**config.mk**
```make
export PLATFORM = sky130hd
export DESIGN_NAME = vga_bounce_box
export DESIGN_NICKNAME = d
export VERILOG_FILES = /design/src/rtl/vga_bounce_box.sv
export SDC_FILE = /design/constraint.sdc
export NUM_CORES = 1
export LEC_CHECK = 0
export BUFFER_PORTS_ARGS = -buffer_cell sky130_fd_sc_hd__buf_2
export CORE_MARGIN = 3
export CORE_UTILIZATION = 47
export DETAILED_ROUTE_END_ITERATION = 10
export GPL_TIMING_DRIVEN = 0
export HOLD_SLACK_MARGIN = 0.1
export PLACE_DENSITY = 0.78
export SLEW_MARGIN = 30
export SYNTH_ARGS = -nofsm -noshare
export SYNTH_HDL_FRONTEND = slang
export SYNTH_SLANG_ARGS = --single-unit
```
**constraint.sdc**
```tcl
create_clock -name board_clock -period 2.9 [get_ports board_clock]
set_input_delay 0.435 -clock board_clock [delete_from_list [all_inputs] [get_ports board_clock]]
set_output_delay 0.435 -clock board_clock [all_outputs]
set_load 0.01 [all_outputs]
```
**src/rtl/vga_bounce_box.sv**
```systemverilog
// ---------------------------------------------------------------------------
// vga_bounce_box
// Pixel-generation stage placed directly after the vga timing core. Draws a
// solid square on a flat background. The square moves STEP pixels per axis
// once per frame, bounces off the screen edges, and steps its colour
// (RED -> GREEN -> BLUE -> RED) on every frame in which a bounce occurs.
//
// Ports:
//   board_clock   pixel clock shared with the vga timing core
//   reset         asynchronous, active-high
//   hsync_in      raw hsync from the timing core (active low)
//   vsync_in      raw vsync from the timing core (active low)
//   active_in     high while x_val/y_val are inside the visible area
//   x_val, y_val  current pixel column / row
//   pause         high freezes box position and colour
//   hsync, vsync  syncs delayed by 2 clocks to line up with RGB
//   red, green, blue  registered 8-bit colour channels
//
// Every output lags its inputs by exactly 2 clocks. Stage 1 registers the
// raw inputs; stage 2 registers the RGB result and the stage-1 syncs.
// ---------------------------------------------------------------------------
module vga_bounce_box #(
    parameter int          H_ACTIVE = 640,
    parameter int          V_ACTIVE = 480,
    parameter int          BOX_SIZE = 32,
    parameter int          STEP     = 2,
    parameter int          INIT_X   = 100,
    parameter int          INIT_Y   = 60,
    parameter logic [7:0]  BG_LEVEL = 8'h10
) (
    input  logic       board_clock,
    input  logic       reset,
    input  logic       hsync_in,
    input  logic       vsync_in,
    input  logic       active_in,
    input  logic [9:0] x_val,
    input  logic [9:0] y_val,
    input  logic       pause,
    output logic       hsync,
    output logic       vsync,
    output logic [7:0] red,
    output logic [7:0] green,
    output logic [7:0] blue
);

    // Box arithmetic runs at 11 bits so that box_x + BOX_SIZE never wraps.
    localparam logic [10:0] X_MAX_C  = 11'(H_ACTIVE - BOX_SIZE);
    localparam logic [10:0] Y_MAX_C  = 11'(V_ACTIVE - BOX_SIZE);
    localparam logic [10:0] STEP_C   = 11'(STEP);
    localparam logic [10:0] BOX_C    = 11'(BOX_SIZE);
    localparam logic [10:0] INIT_X_C = 11'(INIT_X);
    localparam logic [10:0] INIT_Y_C = 11'(INIT_Y);

    typedef enum logic [1:0] {
        COL_RED   = 2'd0,
        COL_GREEN = 2'd1,
        COL_BLUE  = 2'd2
    } colour_t;

    logic [9:0]  s1_x_r;
    logic [9:0]  s1_y_r;
    logic        s1_active_r;
    logic        s1_hs_r;
    logic        s1_vs_r;
    logic        vs_q_r;

    logic [10:0] box_x_r;
    logic [10:0] box_y_r;
    logic        dir_x_r;     // 1 = moving right (+)
    logic        dir_y_r;     // 1 = moving down (+)
    colour_t     colour_r;

    logic        update_s;
    logic [10:0] box_x_next_s;
    logic [10:0] box_y_next_s;
    logic        dir_x_next_s;
    logic        dir_y_next_s;
    logic        bounce_x_s;
    logic        bounce_y_s;
    colour_t     colour_next_s;
    logic [23:0] box_rgb_s;
    logic [23:0] rgb_next_s;
    logic        in_box_s;
    logic [10:0] x_ext_s;
    logic [10:0] y_ext_s;

    // One update per frame, on the falling edge of vsync_in; pause suppresses
    // the update but the edge is still consumed because vs_q_r always tracks.
    assign update_s = vs_q_r & ~vsync_in & ~pause;

    // Stage 1 input register and vsync edge sampler.
    always_ff @(posedge board_clock or posedge reset) begin
        if (reset) begin
            s1_x_r      <= 10'd0;
            s1_y_r      <= 10'd0;
            s1_active_r <= 1'b0;
            s1_hs_r     <= 1'b1;
            s1_vs_r     <= 1'b1;
            vs_q_r      <= 1'b1;
        end else begin
            s1_x_r      <= x_val;
            s1_y_r      <= y_val;
            s1_active_r <= active_in;
            s1_hs_r     <= hsync_in;
            s1_vs_r     <= vsync_in;
            vs_q_r      <= vsync_in;
        end
    end

    // Next box position and direction, with wall clamping on bounce.
    always_comb begin
        box_x_next_s = box_x_r;
        box_y_next_s = box_y_r;
        dir_x_next_s = dir_x_r;
        dir_y_next_s = dir_y_r;
        bounce_x_s   = 1'b0;
        bounce_y_s   = 1'b0;
        if (update_s) begin
            if (dir_x_r) begin
                if (box_x_r + STEP_C >= X_MAX_C) begin
                    box_x_next_s = X_MAX_C;
                    dir_x_next_s = 1'b0;
                    bounce_x_s   = 1'b1;
                end else begin
                    box_x_next_s = box_x_r + STEP_C;
                end
            end else begin
                if (box_x_r <= STEP_C) begin
                    box_x_next_s = 11'd0;
                    dir_x_next_s = 1'b1;
                    bounce_x_s   = 1'b1;
                end else begin
                    box_x_next_s = box_x_r - STEP_C;
                end
            end
            if (dir_y_r) begin
                if (box_y_r + STEP_C >= Y_MAX_C) begin
                    box_y_next_s = Y_MAX_C;
                    dir_y_next_s = 1'b0;
                    bounce_y_s   = 1'b1;
                end else begin
                    box_y_next_s = box_y_r + STEP_C;
                end
            end else begin
                if (box_y_r <= STEP_C) begin
                    box_y_next_s = 11'd0;
                    dir_y_next_s = 1'b1;
                    bounce_y_s   = 1'b1;
                end else begin
                    box_y_next_s = box_y_r - STEP_C;
                end
            end
        end else begin
            box_x_next_s = box_x_r;
            box_y_next_s = box_y_r;
        end
    end

    // Colour state machine: a corner hit (both bounces) still advances once.
    always_comb begin
        colour_next_s = colour_r;
        if (bounce_x_s | bounce_y_s) begin
            case (colour_r)
                COL_RED:   colour_next_s = COL_GREEN;
                COL_GREEN: colour_next_s = COL_BLUE;
                COL_BLUE:  colour_next_s = COL_RED;
                default:   colour_next_s = COL_RED;
            endcase
        end else begin
            colour_next_s = colour_r;
        end
    end

    // Box state register: position, direction and colour.
    always_ff @(posedge board_clock or posedge reset) begin
        if (reset) begin
            box_x_r  <= INIT_X_C;
            box_y_r  <= INIT_Y_C;
            dir_x_r  <= 1'b1;
            dir_y_r  <= 1'b1;
            colour_r <= COL_RED;
        end else begin
            box_x_r  <= box_x_next_s;
            box_y_r  <= box_y_next_s;
            dir_x_r  <= dir_x_next_s;
            dir_y_r  <= dir_y_next_s;
            colour_r <= colour_next_s;
        end
    end

    // Colour state to RGB value.
    always_comb begin
        box_rgb_s = 24'hFF0000;
        case (colour_r)
            COL_RED:   box_rgb_s = 24'hFF0000;
            COL_GREEN: box_rgb_s = 24'h00FF00;
            COL_BLUE:  box_rgb_s = 24'h0000FF;
            default:   box_rgb_s = 24'hFF0000;
        endcase
    end

    assign x_ext_s  = {1'b0, s1_x_r};
    assign y_ext_s  = {1'b0, s1_y_r};
    assign in_box_s = (x_ext_s >= box_x_r) && (x_ext_s < box_x_r + BOX_C) &&
                      (y_ext_s >= box_y_r) && (y_ext_s < box_y_r + BOX_C);

    // Pixel rule on stage-1 values: blank outside active video.
    always_comb begin
        rgb_next_s = {BG_LEVEL, BG_LEVEL, BG_LEVEL};
        if (!s1_active_r) begin
            rgb_next_s = 24'h000000;
        end else if (in_box_s) begin
            rgb_next_s = box_rgb_s;
        end else begin
            rgb_next_s = {BG_LEVEL, BG_LEVEL, BG_LEVEL};
        end
    end

    // Stage 2 output register.
    always_ff @(posedge board_clock or posedge reset) begin
        if (reset) begin
            hsync <= 1'b1;
            vsync <= 1'b1;
            red   <= 8'h00;
            green <= 8'h00;
            blue  <= 8'h00;
        end else begin
            hsync <= s1_hs_r;
            vsync <= s1_vs_r;
            red   <= rgb_next_s[23:16];
            green <= rgb_next_s[15:8];
            blue  <= rgb_next_s[7:0];
        end
    end

endmodule
```
==> results of run 1 <==
-- flip-flops by register name, summed over array words and instances (netlist names) --
register	count
red	2
colour_r	2
s1_active_r	1
green	2
s1_y_r	9
s1_x_r	9
vsync	1
s1_hs_r	1
box_x_r	10
hsync	1
dir_x_r	1
blue	2
vs_q_r	1
box_y_r	10
dir_y_r	1
-- layout by cell type (no fill, tap or decap), types with 3 or more instances in the layout --
cell	netlist	final
and3_1	4	4
xnor2_1	12	12
nand4_1	8	8
clkbuf_8	0	5
a21oi_1	23	23
nor2_1	34	34
a21o_1	4	4
o21ai_0	30	30
buf_6	5	5
buf_4	19	20
nor4_1	4	4
o31ai_1	5	5
nand3_1	17	16
dfrtp_1	40	40
clkbuf_1	6	7
nor3_1	12	12
nand2_1	24	24
ha_1	42	42
o211ai_1	3	3
buf_2	4	53
inv_1	27	25
dfstp_2	13	13
nor2b_1	3	3
o21a_1	4	4
o221ai_1	4	4
-- worst paths after layout --
path                       startpoint          end  slack, ns  depth (start not counted)
setup reg to reg           box_x_r[2]  colour_r[1]       0.21                          8
setup / recovery           box_x_r[2]  colour_r[1]       0.21                          8
max in group asynchronous       reset        vsync       1.80                          4
hold / removal               vsync_in       vs_q_r       0.20                          1
hold reg to reg               s1_hs_r        hsync       0.36                          0
min in group asynchronous       reset   box_y_r[6]       0.56                          3
-- layer usage --
metal	global-route usage, %	routed length [um]
met5	0	0
met4	6.64	136
met3	4.03	631
met2	34.0	4020
met1	28.6	3960
-- kinds of logic after synthesis --
logic type,synth area share [%]
adders and majority gates,14.0
DFF,35.8
xor gates and xnor gates,2.80
and+or+nand+nor,16.9
muxes,1.20
AOI/OAI and AO/OA,19.5
buffers and inverters,9.90
-- cell type report --
cell class	instances	share of cell area, %
clock inverters	2	0.818
inverters	28	2.66
repair buffers	52	6.60
plain buffers	36	6.16
well taps	99	2.89
multi-input cells	289	47.9
clock buffers	6	1.69
flip-flops and latches	53	31.3
-- metrics by stage --
stage	instance area (um2)	total power, mW	hold slack (ns)	utilization [%]
2_1_floorplan	3750	1.95	0.345	-
3_3_place_gp	4120	2.22	0.349	55.1
3_5_place_dp	4150	2.28	0.347	55.4
4_1_cts	4260	2.81	0.192	57.0
5_1_grt	4290	3.07	0.183	57.2
6_report	4290	2.82	0.200	57.2
-- timing repair --
item	4_1_cts	5_1_grt
setup buffers	0	1
hold buffers	1	0
resized for setup	0	3
endpoints found under the hold margin	10	0
setup endpoints to repair	0	5
-- critical path, cell delays in order (launching register included) --
cell and delay, ns:
dfstp_2 0.64, ha_1 0.33, a21oi_1 0.08, o31ai_2 0.19, o31ai_1 0.16, a221oi_4 0.39, o21ai_4 0.15, a32o_2 0.32
mux2_1 0.31
-- power breakdown --
| part | switching [mW] | total [mW] | internal [mW] |
|---|---|---|---|
| registers | 0.164 | 1.06 | 0.891 |
| logic | 0.727 | 1.25 | 0.527 |
| clock network | 0.255 | 0.511 | 0.257 |
==> results by group, run 1 <==
Layout
  • Synth-to-layout area growth: 14.1%
  • Post-route insts no fill: around 570
  • FF/Latch Area: between 0.001 and 0.0015 mm2
  • Area occupied by multi-input gates: slightly above 0.002 mm2
  • Final nets: 533
  • Ant. Diodes: 0
  • Filler cell count: 679
  • Share of cells above drive strength 1: approximately a quarter

Clocking
  • Clock Path Buffers: 2
  • Clock sink count: 53
  • CTS tree: done
  • Clock-pin slew on the worst setup and hold paths: 0.11 ns
  • H-tree Lvls: 2
  • CTS root buf: clkbuf_8
  • Cts bufs inserted: 5
  • Skew-Pair Late Insertion Delay: 0.33 ns

Synth
  • Syn_nets: 474
  • Unique masters post-synth: 66
  • Post-synth top area share: 26.7%
  • FFs w/ async S/R, synth: between 90% and 100%
  • Sequential area share after synthesis: 35.8%
  • Mapped Cells: a little over 400
  • Post-Syn Area: 0.00375 mm2
  • Synthesized flop and latch total: 53
  • Post-synth top cells: ha_1 (42), dfrtp_1 (40), nor2_1 (34)
  • Warnings from Yosys: 0
  • Post-synth EDFFs: 0
  • Yosys top cell by area: dfrtp_1
  • Top post-synthesis cells by area: dfrtp_1 (27%), ha_1 (14%), dfstp_2 (9.1%)
  • Count leader, synth: ha_1
  • Avg Synthesized Cell Area: about 9.2 um2
  • Commonest register cell after synthesis: dfrtp_1

STA
  • RSZ-0062 raised after global routing: no
  • Setup TNS: 0 ns
  • Max Slew Vio Count: 0
  • Final period util: between 90% and 100%
  • Worst-Margin Slew: 0.525 ns
  • Final setup fails: 0
  • Fmax: 372 MHz
  • Hold Vio Cnt, Final: 0
  • Worst setup margin: 0.212 ns
  • Minimum clock period: 2.69 ns
  • Worst Skew: 0.0166 ns
  • Relative slew slack: 65.0%

Routing
  • Detailed Route WL: around 8800 um
  • 1st-iter DRT viols: 208
  • Via density: roughly 5.7
  • DR WL/cell: 15.5 um
  • Post-DRT Antenna Nets: 0
  • Vias: 3216
  • DRC Markers: 0
  • DR pass1 iterations: 5

Setup path
  • Worst setup path category: reg2reg
  • Crit-path max FO: 9
  • Worst Setup End Kind: flop
  • Data arrival, critical path: 2.89 ns
  • Worst path required time: between 3 and 4 ns
  • Startpoint types: flop

GRT
  • Grt total ovfl: 0
  • Largest net degree at the start of global routing: 41
  • Initial antenna violation count: 0
  • Global-route wire length before repair: 15100 um
  • Vias in the first global route: 3162
  • GRT Total Usage: 21.1%

Floorplanning
  • Die area: ~0.0091 mm2
  • I/O Pins: 52
  • Rows: 31
  • Die extent in x: 95.4 um
  • Initial core utilization: 50.2%
  • Core area: 0.00749 mm2
  • Die Height: between 90 and 100 um

Place
  • Worst slack, placed: 0.187 ns
  • Port Buffer Count: just under 50
  • DP Cell Count: approximately 560
  • Post-DP HPWL: 6540 um
  • GP Congestion: just over 0.9

Pwr
  • Pwr dens: 658 mW/mm2
  • LEAKAGE: 2.01 nW
  • Maximum vdd ir drop: 0.326 mV

Run status
  • Status: finished clean

Worst hold path
  • Min-Delay Path Class: in2reg

Run
  • Max_cap viols: 0
No activity file was read; power rests on OpenSTA's default activity.
==> run 2, diff against run 1 <==
PLACE_DENSITY = 0.74   (was 0.78)
==> results by group, run 2 (synthesized netlist as in run 1, its figures left out) <==
Clocking
  • Clock Path Buffers: 2 (unchanged)
  • CTS root buf: clkbuf_8 (unchanged)
  • H-tree Lvls: 2 (unchanged)
  • Clock sink count: 53 (unchanged)
  • Clock-pin slew on the worst setup and hold paths: 0.10 ns (was 0.11 ns)
  • Skew-Pair Late Insertion Delay: 0.31 ns (was 0.33 ns)
  • CTS tree: done (unchanged)
  • Cts bufs inserted: 5 (unchanged)

Floorplanning
  • Die Height: 95.4 um (unchanged)
  • Initial core utilization: 50.2% (unchanged)
  • Die area: 0.00910 mm2 (unchanged)
  • Core area: 0.00749 mm2 (unchanged)
  • Die extent in x: 95.4 um (unchanged)
  • I/O Pins: 52 (unchanged)
  • Rows: 31 (unchanged)

GRT
  • Largest net degree at the start of global routing: 41 (unchanged)
  • Initial antenna violation count: 0 (unchanged)
  • Vias in the first global route: 3022 (was 3162)
  • GRT Total Usage: 19.3% (was 21.1%)
  • Grt total ovfl: 0 (unchanged)
  • Global-route wire length before repair: 14000 um (was 15100 um)

Place
  • Post-DP HPWL: 6270 um (was 6540 um)
  • GP Congestion: 0.909 (was 0.927)
  • Worst slack, placed: 0.177 ns (was 0.187 ns)
  • Placed Area: 0.00415 mm2 (unchanged)
  • Port Buffer Count: 49 (unchanged)

Run
  • Max_cap viols: 0 (unchanged)

Setup path
  • Critical-path cell list: ha_1 > a21oi_1 > o31ai_2 > o31ai_1 > a221oi_4 > o21ai_4 > a32o_2 > mux2_1 (unchanged)
  • Worst path slowest cell: dfstp_2 (unchanged)
  • Crit-path max FO: 9 (unchanged)
  • Worst Setup End Kind: flop (unchanged)
  • Worst path required time: 3.09 ns (was 3.11 ns)
  • Max incr delay on CP: 0.64 ns (about the same)
  • Worst setup path category: reg2reg (unchanged)
  • Data arrival, critical path: 2.90 ns (was 2.89 ns)
  • Startpoint types: flop (unchanged)

Routing
  • DRC Markers: 0 (unchanged)
  • Post-DRT Antenna Nets: 0 (unchanged)
  • DR pass1 iterations: 4 (was 5)
  • DR WL/cell: 14.7 um (was 15.5 um)
  • 1st-iter DRT viols: 278 (was 208)
  • Detailed Route WL: 8330 um (was 8750 um)
  • Via density: 5.61 (was 5.69)
  • Vias: 3184 (was 3216)

Layout
  • Most common cell after layout, fill and taps aside: buf_2 (unchanged)
  • FF/Latch Area: 0.00134 mm2 (unchanged)
  • Commonest non-fill, non-tap cells in the layout: buf_2 (53), ha_1 (42), dfrtp_1 (40), nor2_1 (34), o21ai_0 (29) (was buf_2 (53), ha_1 (42), dfrtp_1 (40), nor2_1 (34), o21ai_0 (30))
  • Share of cells above drive strength 1: 26.9% (was 26.2%)
  • Synth-to-layout area growth: 14.8% (was 14.1%)
  • Post-route cell area: 0.00431 mm2 (was 0.00429 mm2)
  • Area occupied by multi-input gates: 0.00205 mm2 (about the same)
  • Final nets: 536 (was 533)
  • Filler cell count: 663 (was 679)
  • Ant. Diodes: 0 (unchanged)
  • Largest registers: box_x_r (10), box_y_r (10) (unchanged)

STA
  • Worst setup margin: 0.190 ns (was 0.212 ns)
  • Worst Skew: 0.0101 ns (was 0.0166 ns)
  • Final setup fails: 0 (unchanged)
  • Fmax: 369 MHz (was 372 MHz)
  • RSZ-0062 raised after global routing: no (unchanged)
  • Worst-Margin Slew: 0.502 ns (was 0.525 ns)
  • Setup TNS: 0 ns (unchanged)
  • Final period util: 93.5% (was 92.7%)
  • Hold Vio Cnt, Final: 0 (unchanged)
  • Minimum clock period: 2.71 ns (was 2.69 ns)
  • Max Slew Vio Count: 0 (unchanged)
  • Relative slew slack: 66.5% (was 65.0%)
  • WHS: 0.215 ns (was 0.200 ns)

Run status
  • Status: finished clean (unchanged)

Pwr
  • Pwr dens: 642 mW/mm2 (was 658 mW/mm2)
  • Maximum vdd ir drop: 0.333 mV (was 0.326 mV)
  • LEAKAGE: 2.02 nW (was 2.01 nW)

Worst hold path
  • Min-Delay Path Class: in2reg (unchanged)
## run 2: power by group
part	internal (mW)	switching (mW)	total [mW]
sequential	0.891	0.148	1.04
clock	0.224	0.256	0.481
combinational	0.524	0.723	1.25
total	1.64	1.13	2.77
## run 2: repair_timing
| item | in CTS | in global routing |
|---|---|---|
| buffers inserted | 0 | 4 |
| endpoints found under the hold margin | 10 | 0 |
| hold buffers | 1 | 0 |
| endpoints found under the setup margin | 0 | 4 |
| gates resized for setup | 0 | 4 |
## run 2: path summary, 6_finish.rpt
path | startpoint | to | slack [ns] | depth (start not counted)
max | box_x_r[2] | colour_r[1] | 0.19 | 8
min | hsync_in | s1_hs_r | 0.21 | 1
max reg2reg | box_x_r[2] | colour_r[1] | 0.19 | 8
min reg2reg | s1_hs_r | hsync | 0.36 | 0
max in group asynchronous | reset | box_x_r[6] | 1.80 | 4
min in group asynchronous | reset | s1_y_r[4] | 0.58 | 3
## run 2: area by class of cell
class                      count  area share, %
timing repair buffer          55           7.08
multi-input combinational    289           47.6
sequential                    53           31.1
inverter                      28           2.64
buffer                        36           6.12
tap                           99           2.87
clock inverter                 2          0.377
clock buffer                   6           2.18
## run 2: metrics by stage
| step | total power [mW] | instances | utilization (%) |
|---|---|---|---|
| 2_1_floorplan | 1.95 | 406 | - |
| 3_3_place_gp | 2.23 | 554 | 55.1 |
| 3_5_place_dp | 2.27 | 555 | 55.4 |
| 4_1_cts | 2.77 | 564 | 57.0 |
| 5_1_grt | 3.01 | 568 | 57.6 |
| 6_report | 2.77 | 568 | 57.6 |
## run 2: routing by layer
layer / global-route usage (%) / vias up / share of wire [%]
li1: - / 1570 / -
met1: 26.4 / 1514 / 48
met2: 31.6 / 94 / 46
met3: 3.87 / 6 / 5.8
met4: 4.03 / 0 / 0.72
met5: 0 / - / 0
## run 2: worst max-delay path: cells and delay by family, from the launching register on
kind,cells,cell delay (ns)
AOI/OAI and AO/OA,6,1.32
adders and majority gates,1,0.32
DFF,1,0.64
muxes,1,0.31
